[src/rtl/bus_stream_target_if.sv]
// Request/ready word bus plus valid/ready output stream for bus_stream_target.
// No storage: pure signal bundle, no latency.
// Backpressure is carried by ready (bus side) and stream_ready (stream side).
interface bus_stream_target_if;
    logic        request;
    logic        rw;
    logic [1:0]  address;
    logic [31:0] wdata;
    logic [31:0] rdata;
    logic        ready;
    logic        stream_valid;
    logic [31:0] stream_data;
    logic        stream_ready;
    logic        irq;

    // Bus master that also acts as the stream sink.
    modport master (
        output request, rw, address, wdata, stream_ready,
        input  rdata, ready, stream_valid, stream_data, irq
    );

    // The target block.
    modport slave (
        input  request, rw, address, wdata, stream_ready,
        output rdata, ready, stream_valid, stream_data, irq
    );
endinterface

[src/rtl/bus_stream_target.sv]
// Generic first-word-fall-through FIFO with occupancy level and single-cycle flush.
// Latency: a pushed word is visible at the head one cycle after the push edge.
// Backpressure: pushes are dropped while full; callers must check full before pushing.
module bus_stream_fifo #(
    parameter int DEPTH = 16,
    parameter int WIDTH = 32,
    parameter int PW    = $clog2(DEPTH),
    parameter int LW    = $clog2(DEPTH) + 1
) (
    input  logic             i_clock,
    input  logic             i_reset_n,
    input  logic             push_vld,
    input  logic [WIDTH-1:0] push_dat,
    input  logic             pop_rdy,
    input  logic             flush,
    output logic             head_vld,
    output logic [WIDTH-1:0] head_dat,
    output logic [LW-1:0]    level,
    output logic             full,
    output logic             empty
);
    logic [WIDTH-1:0] mem [DEPTH];
    logic [PW-1:0]    wr_ptr;
    logic [PW-1:0]    rd_ptr;
    logic [LW-1:0]    level_q;
    logic             push_ok;
    logic             pop_ok;

    assign empty    = (level_q == '0);
    assign full     = (level_q == LW'(DEPTH));
    // Flush wins over both a push and a pop in the same cycle.
    assign push_ok  = push_vld && !full && !flush;
    assign pop_ok   = !empty && pop_rdy && !flush;
    assign head_vld = !empty;
    assign head_dat = mem[rd_ptr];
    assign level    = level_q;

    // Pointer and occupancy tracking; pointers wrap naturally at DEPTH (power of two).
    always_ff @(posedge i_clock or negedge i_reset_n) begin
        if (!i_reset_n) begin
            wr_ptr  <= '0;
            rd_ptr  <= '0;
            level_q <= '0;
        end else if (flush) begin
            wr_ptr  <= '0;
            rd_ptr  <= '0;
            level_q <= '0;
        end else begin
            if (push_ok) begin
                wr_ptr <= wr_ptr + 1'b1;
            end
            if (pop_ok) begin
                rd_ptr <= rd_ptr + 1'b1;
            end
            level_q <= level_q + LW'(push_ok) - LW'(pop_ok);
        end
    end

    // Storage array; contents need no reset since level gates visibility.
    always_ff @(posedge i_clock) begin
        if (push_ok) begin
            mem[wr_ptr] <= push_dat;
        end
    end
endmodule

// Bus target that queues reg-0 word writes into a FIFO and streams them out.
// Latency: ready one cycle after request is sampled; stream head one cycle after push.
// Backpressure: a push to a full FIFO stalls (ready withheld) until a word is popped.
module bus_stream_target #(
    parameter int DEPTH = 16
) (
    input  logic                  i_clock,
    input  logic                  i_reset_n,
    bus_stream_target_if.slave    bus
);
    localparam int LW = $clog2(DEPTH) + 1;

    typedef enum logic [1:0] {
        IDLE  = 2'd0,
        STALL = 2'd1,
        ACK   = 2'd2
    } state_t;

    state_t         state_q;
    state_t         state_nxt;
    logic           ready_q;
    logic           ready_nxt;
    logic [31:0]    rdata_q;
    logic [31:0]    rdata_nxt;
    logic [LW-1:0]  thr_q;
    logic [LW-1:0]  thr_nxt;
    logic [31:0]    cnt_q;
    logic [31:0]    cnt_nxt;
    logic           irq_q;

    logic           push_vld;
    logic           flush;
    logic [LW-1:0]  fifo_level;
    logic           fifo_full;
    logic           fifo_empty;

    bus_stream_fifo #(
        .DEPTH (DEPTH),
        .WIDTH (32)
    ) u_fifo (
        .i_clock   (i_clock),
        .i_reset_n (i_reset_n),
        .push_vld  (push_vld),
        .push_dat  (bus.wdata),
        .pop_rdy   (bus.stream_ready),
        .flush     (flush),
        .head_vld  (bus.stream_valid),
        .head_dat  (bus.stream_data),
        .level     (fifo_level),
        .full      (fifo_full),
        .empty     (fifo_empty)
    );

    assign bus.ready = ready_q;
    assign bus.rdata = rdata_q;
    assign bus.irq   = irq_q;

    // State and register file; reset also drops ready mid-access and abandons any stall.
    always_ff @(posedge i_clock or negedge i_reset_n) begin
        if (!i_reset_n) begin
            state_q <= IDLE;
            ready_q <= 1'b0;
            rdata_q <= '0;
            thr_q   <= '0;
            cnt_q   <= '0;
        end else begin
            state_q <= state_nxt;
            ready_q <= ready_nxt;
            rdata_q <= rdata_nxt;
            thr_q   <= thr_nxt;
            cnt_q   <= cnt_nxt;
        end
    end

    // Refill interrupt, one cycle behind the level it is judged on.
    always_ff @(posedge i_clock or negedge i_reset_n) begin
        if (!i_reset_n) begin
            irq_q <= 1'b1;
        end else begin
            irq_q <= (fifo_level <= thr_q);
        end
    end

    // Access sequencing: decode in IDLE, wait for room in STALL, hold ready in ACK.
    always_comb begin
        state_nxt = state_q;
        ready_nxt = ready_q;
        rdata_nxt = rdata_q;
        thr_nxt   = thr_q;
        cnt_nxt   = cnt_q;
        push_vld  = 1'b0;
        flush     = 1'b0;

        case (state_q)
            IDLE: begin
                if (bus.request) begin
                    if (bus.rw && (bus.address == 2'd0) && fifo_full) begin
                        state_nxt = STALL;
                    end else begin
                        ready_nxt = 1'b1;
                        state_nxt = ACK;
                        rdata_nxt = '0;
                        if (bus.rw) begin
                            case (bus.address)
                                2'd0: begin
                                    push_vld = 1'b1;
                                    cnt_nxt  = cnt_q + 32'd1;
                                end
                                2'd1: thr_nxt = bus.wdata[LW-1:0];
                                2'd2: flush   = bus.wdata[0];
                                2'd3: begin
                                    if (bus.wdata[0]) begin
                                        cnt_nxt = '0;
                                    end
                                end
                            endcase
                        end else begin
                            case (bus.address)
                                2'd0: rdata_nxt = cnt_q;
                                2'd1: rdata_nxt = 32'(thr_q);
                                2'd2: rdata_nxt = 32'(fifo_level);
                                2'd3: rdata_nxt = {29'd0, irq_q, fifo_full, fifo_empty};
                            endcase
                        end
                    end
                end
            end
            STALL: begin
                if (!bus.request) begin
                    // Master gave up; the held word is never pushed.
                    state_nxt = IDLE;
                end else if (!fifo_full) begin
                    push_vld  = 1'b1;
                    cnt_nxt   = cnt_q + 32'd1;
                    ready_nxt = 1'b1;
                    rdata_nxt = '0;
                    state_nxt = ACK;
                end
            end
            ACK: begin
                if (!bus.request) begin
                    ready_nxt = 1'b0;
                    state_nxt = IDLE;
                end
            end
            default: begin
                state_nxt = IDLE;
                ready_nxt = 1'b0;
            end
        endcase
    end
endmodule

[src/flat_wrapper.sv]
// flat-port wrapper written by rule: the top's interface ports become plain ports
module bus_stream_target_flat 
#(
    parameter int DEPTH = 16
)
  (i_clock, i_reset_n, bus_request, bus_rw, bus_address, bus_wdata, bus_stream_ready, bus_rdata, bus_ready, bus_stream_valid, bus_stream_data, bus_irq);
  bus_stream_target_if bus_i ();
  input  logic i_clock;
  input  logic i_reset_n;
  input wire logic [$bits(bus_i.request)-1:0] bus_request;
  input wire logic [$bits(bus_i.rw)-1:0] bus_rw;
  input wire logic [$bits(bus_i.address)-1:0] bus_address;
  input wire logic [$bits(bus_i.wdata)-1:0] bus_wdata;
  input wire logic [$bits(bus_i.stream_ready)-1:0] bus_stream_ready;
  output wire logic [$bits(bus_i.rdata)-1:0] bus_rdata;
  output wire logic [$bits(bus_i.ready)-1:0] bus_ready;
  output wire logic [$bits(bus_i.stream_valid)-1:0] bus_stream_valid;
  output wire logic [$bits(bus_i.stream_data)-1:0] bus_stream_data;
  output wire logic [$bits(bus_i.irq)-1:0] bus_irq;
  assign bus_i.request = bus_request;
  assign bus_i.rw = bus_rw;
  assign bus_i.address = bus_address;
  assign bus_i.wdata = bus_wdata;
  assign bus_i.stream_ready = bus_stream_ready;
  assign bus_rdata = bus_i.rdata;
  assign bus_ready = bus_i.ready;
  assign bus_stream_valid = bus_i.stream_valid;
  assign bus_stream_data = bus_i.stream_data;
  assign bus_irq = bus_i.irq;
  bus_stream_target #(.DEPTH(DEPTH)) u_core (.i_clock(i_clock), .i_reset_n(i_reset_n), .bus(bus_i));
endmodule
[config.mk]
export PLATFORM = sky130hd
export DESIGN_NAME = bus_stream_target_flat
export DESIGN_NICKNAME = d
export VERILOG_FILES = /design/src/rtl/bus_stream_target_if.sv /design/src/rtl/bus_stream_target.sv /design/src/flat_wrapper.sv
export SDC_FILE = /design/constraint.sdc
export NUM_CORES = 1
export LEC_CHECK = 0
export ABC_AREA = 1
export CORE_MARGIN = 4
export CORE_UTILIZATION = 34
export DETAILED_ROUTE_END_ITERATION = 8
export PLACE_DENSITY = 0.55
export SLEW_MARGIN = 20
export SYNTH_ARGS = -nofsm -noshare
export SYNTH_HDL_FRONTEND = slang
export SYNTH_SLANG_ARGS = --single-unit
[constraint.sdc]
create_clock -name i_clock -period 4.22 [get_ports i_clock]
set_clock_uncertainty 0.2 [all_clocks]
set_input_delay 1.055 -clock i_clock [delete_from_list [all_inputs] [get_ports i_clock]]
set_output_delay 1.055 -clock i_clock [all_outputs]
set_load 0.05 [all_outputs]
==> flow_summary_export.csv <==
group,metric,value,unit
outcome,status,"finished, final reports clean",
setup_path,r2r_end,"u_core.u_fifo.level[4]",
cts,cts-buffers-inserted,61,
routing,drcViolationCount,0,
layout,syn2layout_area_growth,19.43,%
routing,via_count,16780,
pwr,ir_drop,0.6699,mV
pwr,p_leak,10.58,nW
cts,clk_latency,0.63,ns
global_route,grt_max_degree,108,
setup_path,rrSetupSlack,1.27,ns
timing,fmax,246.6,MHz
timing,slew_viol_final,0,
place,hpwl,38340,um
setup_path,worst-path-buf-inv,3,
floorplan,row_count,98,
cts,cts_root_buffer,"clkbuf_16",
timing,timing.setup.tns,0,ns
setup_path,crit_type,"reg2out",
cts,htree_num_levels,2,
logic_synthesis,netlist_area,24840,um2
floorplan,ios,106,
routing,wire_per_inst,19.76,um
cts,clk_pin_slew,0.06,ns
layout,drive_gt1_frac,0.1054,
routing,antenna_left,0,
timing,slew_headroom,0.4974,
timing,fin_crit,4.055,ns
logic_synthesis,netlist_instances,2176,
timing,finalCritPeriodShare,0.9610,
routing,drt_iter0_markers,1368,
logic_synthesis,synth_cell_types,42,
timing,tightestPinTransition,0.7516,ns
logic_synthesis,yosysSeqAreaShare,0.7055,
global_route,grt_pass1_wl,99430,um
floorplan,start_util,0.3452,
floorplan,die_w,278.3,um
setup_path,r2r_cells,19,
cts,cts_tree,"built",
setup_path,path_max_fanout,39,
setup_path,slowest_delay,0.56,ns
setup_path,crit_chain,"buf_4 -> o21ai_0 -> o22ai_1 -> o21ai_0 -> o21ai_0 -> buf_4 -> buf_4",
global_route,antenna_found_initial,1,
logic_synthesis,synth-warning-count,0,
setup_path,crit_family,"buffers and inverters",
floorplan,fp.dieArea,77460,um2
place,port_buffers,105,
floorplan,die_h,278.3,um
cts,clockBufferDepth,3,
hold_path,hp-class,"in2async",
timing,finalHoldViolations,0,
logic_synthesis,avgSynthCellArea,11.42,um2
layout,n_antenna_cell,0,
layout,final_nets,2362,
setup_path,critPathRequiredTime,2.96,ns
routing,routed_wl,65260,um
setup_path,reg2reg_from,"u_core.u_fifo.level[3]",
setup_path,start_kind,"flop",
global_route,grt_pass1_vias,16480,
timing,fin_ws,0.1646,ns
timing,setup_violations,0,
routing,dr.pass1.iters,5,
routing,viasPerCell,5.081,
global_route,grt_overflow,0,
place,pre_cts_slack,0.2709,ns
floorplan,core-area,71980,um2
place,gp_congestion,0.8634,
global_route,grt_usage,0.1636,
logic_synthesis,synth_seq_cells,598,
timing,rsz0062_at_grt,"yes",
logic_synthesis,syn_nets,2233,
cts,hold_buffers,0,
setup_path,critPathCaptureType,"output pin",
setup_path,slowest_stage,"dfrtp_4",
job,drv_cap,0,
pwr,power.density,647.5,nW/um2
cts,numClockSinks,598,
setup_path,critPathArrivalTime,2.80,ns
-- metal layers --
metal | GRT usage | wire length, um
met4 | 0.03561 | 1218
met2 | 0.2702 | 30910
met1 | 0.2290 | 29810
met3 | 0.02684 | 3312
met5 | 0 | 13
-- logic make-up (layout without fill, tap and decap cells) --
family / after synthesis / in the layout / share of synthesized area
XOR/XNOR: 12 / 12 / 0.004230
buffers and inverters: 214 / 390 / 0.03530
AO/OA/AOI/OAI: 367 / 367 / 0.08683
flip-flops: 598 / 598 / 0.7055
adder cells (fa/ha/maj): 18 / 18 / 0.009367
AND/OR/NAND/NOR: 967 / 967 / 0.1587
-- cell usage after synthesis (all sizes together) --
cell	instances	share of area
dfstp	1	0.0011
o21bai	7	0.0021
xnor2	5	0.0018
nor3	4	0.00081
clkinv	3	0.00050
edfxtp	512	0.62
ha	17	0.0086
o22ai	43	0.011
inv	101	0.015
xor2	7	0.0025
clkbuf	65	0.0098
a21oi	33	0.0066
nor2	332	0.052
o2111ai	25	0.0088
a21o	2	0.00060
nand3b	2	0.00060
dfrtp	85	0.086
fa	1	0.00081
or2	18	0.0045
o221ai	4	0.0014
nand3	106	0.023
nand4	23	0.0058
buf	45	0.0097
o21ai	197	0.040
o31ai	10	0.0030
nand2	482	0.073
a31oi	4	0.0010
o21a	1	0.00030
o211ai	41	0.012
-- final cells by class --
class                   instances  area (um2)
inverters                     104       404.1
multi-input cells            1364        6566
fillers                      6751       42310
clock buffers                  73        1610
flip-flops and latches        598       17540
well taps                     950        1189
clock inverters                37       367.9
repair buffers                176        1996
-- how the worst max path moves through the flow --
stage                                  from                      end  slack, ns  cells after the start
global route        u_core.u_fifo.rd_ptr[0]       bus_stream_data[0]      -0.01                      7
detailed placement             bus_wdata[0]   u_core.u_fifo.level[4]       0.27                     20
CTS                 u_core.u_fifo.rd_ptr[1]      bus_stream_data[16]      0.003                      6
global placement               bus_wdata[0]   u_core.u_fifo.level[4]       0.25                     20
finish              u_core.u_fifo.rd_ptr[0]       bus_stream_data[0]       0.16                      7
floorplan                    bus_address[1]  u_core.u_fifo.mem[0][0]       0.42                      7
-- what timing repair did --
item,CTS,global route
buffers inserted,0,3
gates resized for setup,1,10
gates cloned,0,2
endpoints found under the setup margin,3,20
-- flip-flops by register name, summed over array words and instances (netlist names) --
signal	cells
u_core.bus.ready	1
u_core.bus.irq	1
u_core.bus.rdata	32
u_core.u_fifo.level	5
u_core.state_q	2
u_core.thr_q	5
u_core.u_fifo.wr_ptr	4
u_core.u_fifo.rd_ptr	4
u_core.cnt_q	32
u_core.u_fifo.mem	512
-- where the power goes --
part	internal [mW]	switching (mW)
registers	6.72	0.339
clock network	3.08	2.24
logic	2.21	4.63
-- cells in the final DEF, fill, tap and decap left out, types with 3 or more instances in the layout --
cell type	instances
o21ai_0	190
edfxtp_1	512
ha_1	17
or2_1	4
buf_4	65
bufinv_16	6
a31oi_1	4
o31ai_1	10
clkbuf_1	8
o22ai_1	43
inv_1	94
dfrtp_1	81
or2_2	14
xnor2_1	5
clkinv_2	15
buf_6	3
o221ai_1	4
buf_12	31
nand4_1	23
nor2_4	19
nand2_1	481
a21oi_1	33
o2111ai_1	25
inv_2	5
o21ai_1	7
xor2_1	7
o21bai_1	7
clkbuf_16	64
nand3_1	103
nor3_1	4
nor2_1	311
buf_16	3
clkdlybuf4s50_1	72
o211ai_1	41
clkinv_1	12
-- metrics by stage --
step	utilization	instance area, um2	hold WS [ns]	cells	total power [mW]
floorplan	-	24840	0.2784	2176	11.18
global placement	0.3832	27580	0.2681	3187	13.88
detailed placement	0.3832	27580	0.2643	3187	13.94
CTS	0.4107	29560	0.2396	3297	19.29
global route	0.4122	29670	0.2812	3302	20.24
finish	0.4122	29670	0.2560	3302	19.21
-- worst register-to-register path: stages (launching register included) --
cell and delay (ns):
dfrtp_1 0.41, inv_1 0.13, ha_1 0.18, nand2_1 0.05, nor2_1 0.19, nand3_2 0.18
nand3_4 0.11, nor2_4 0.04, inv_2 0.06, ha_1 0.21, inv_1 0.05, ha_1 0.15
inv_1 0.05, fa_1 0.36, inv_1 0.09, a21oi_1 0.06, nor2_1 0.08, nor2_1 0.05
xor2_1 0.13, nor2_1 0.08
(Power assumes the default switching activity.)
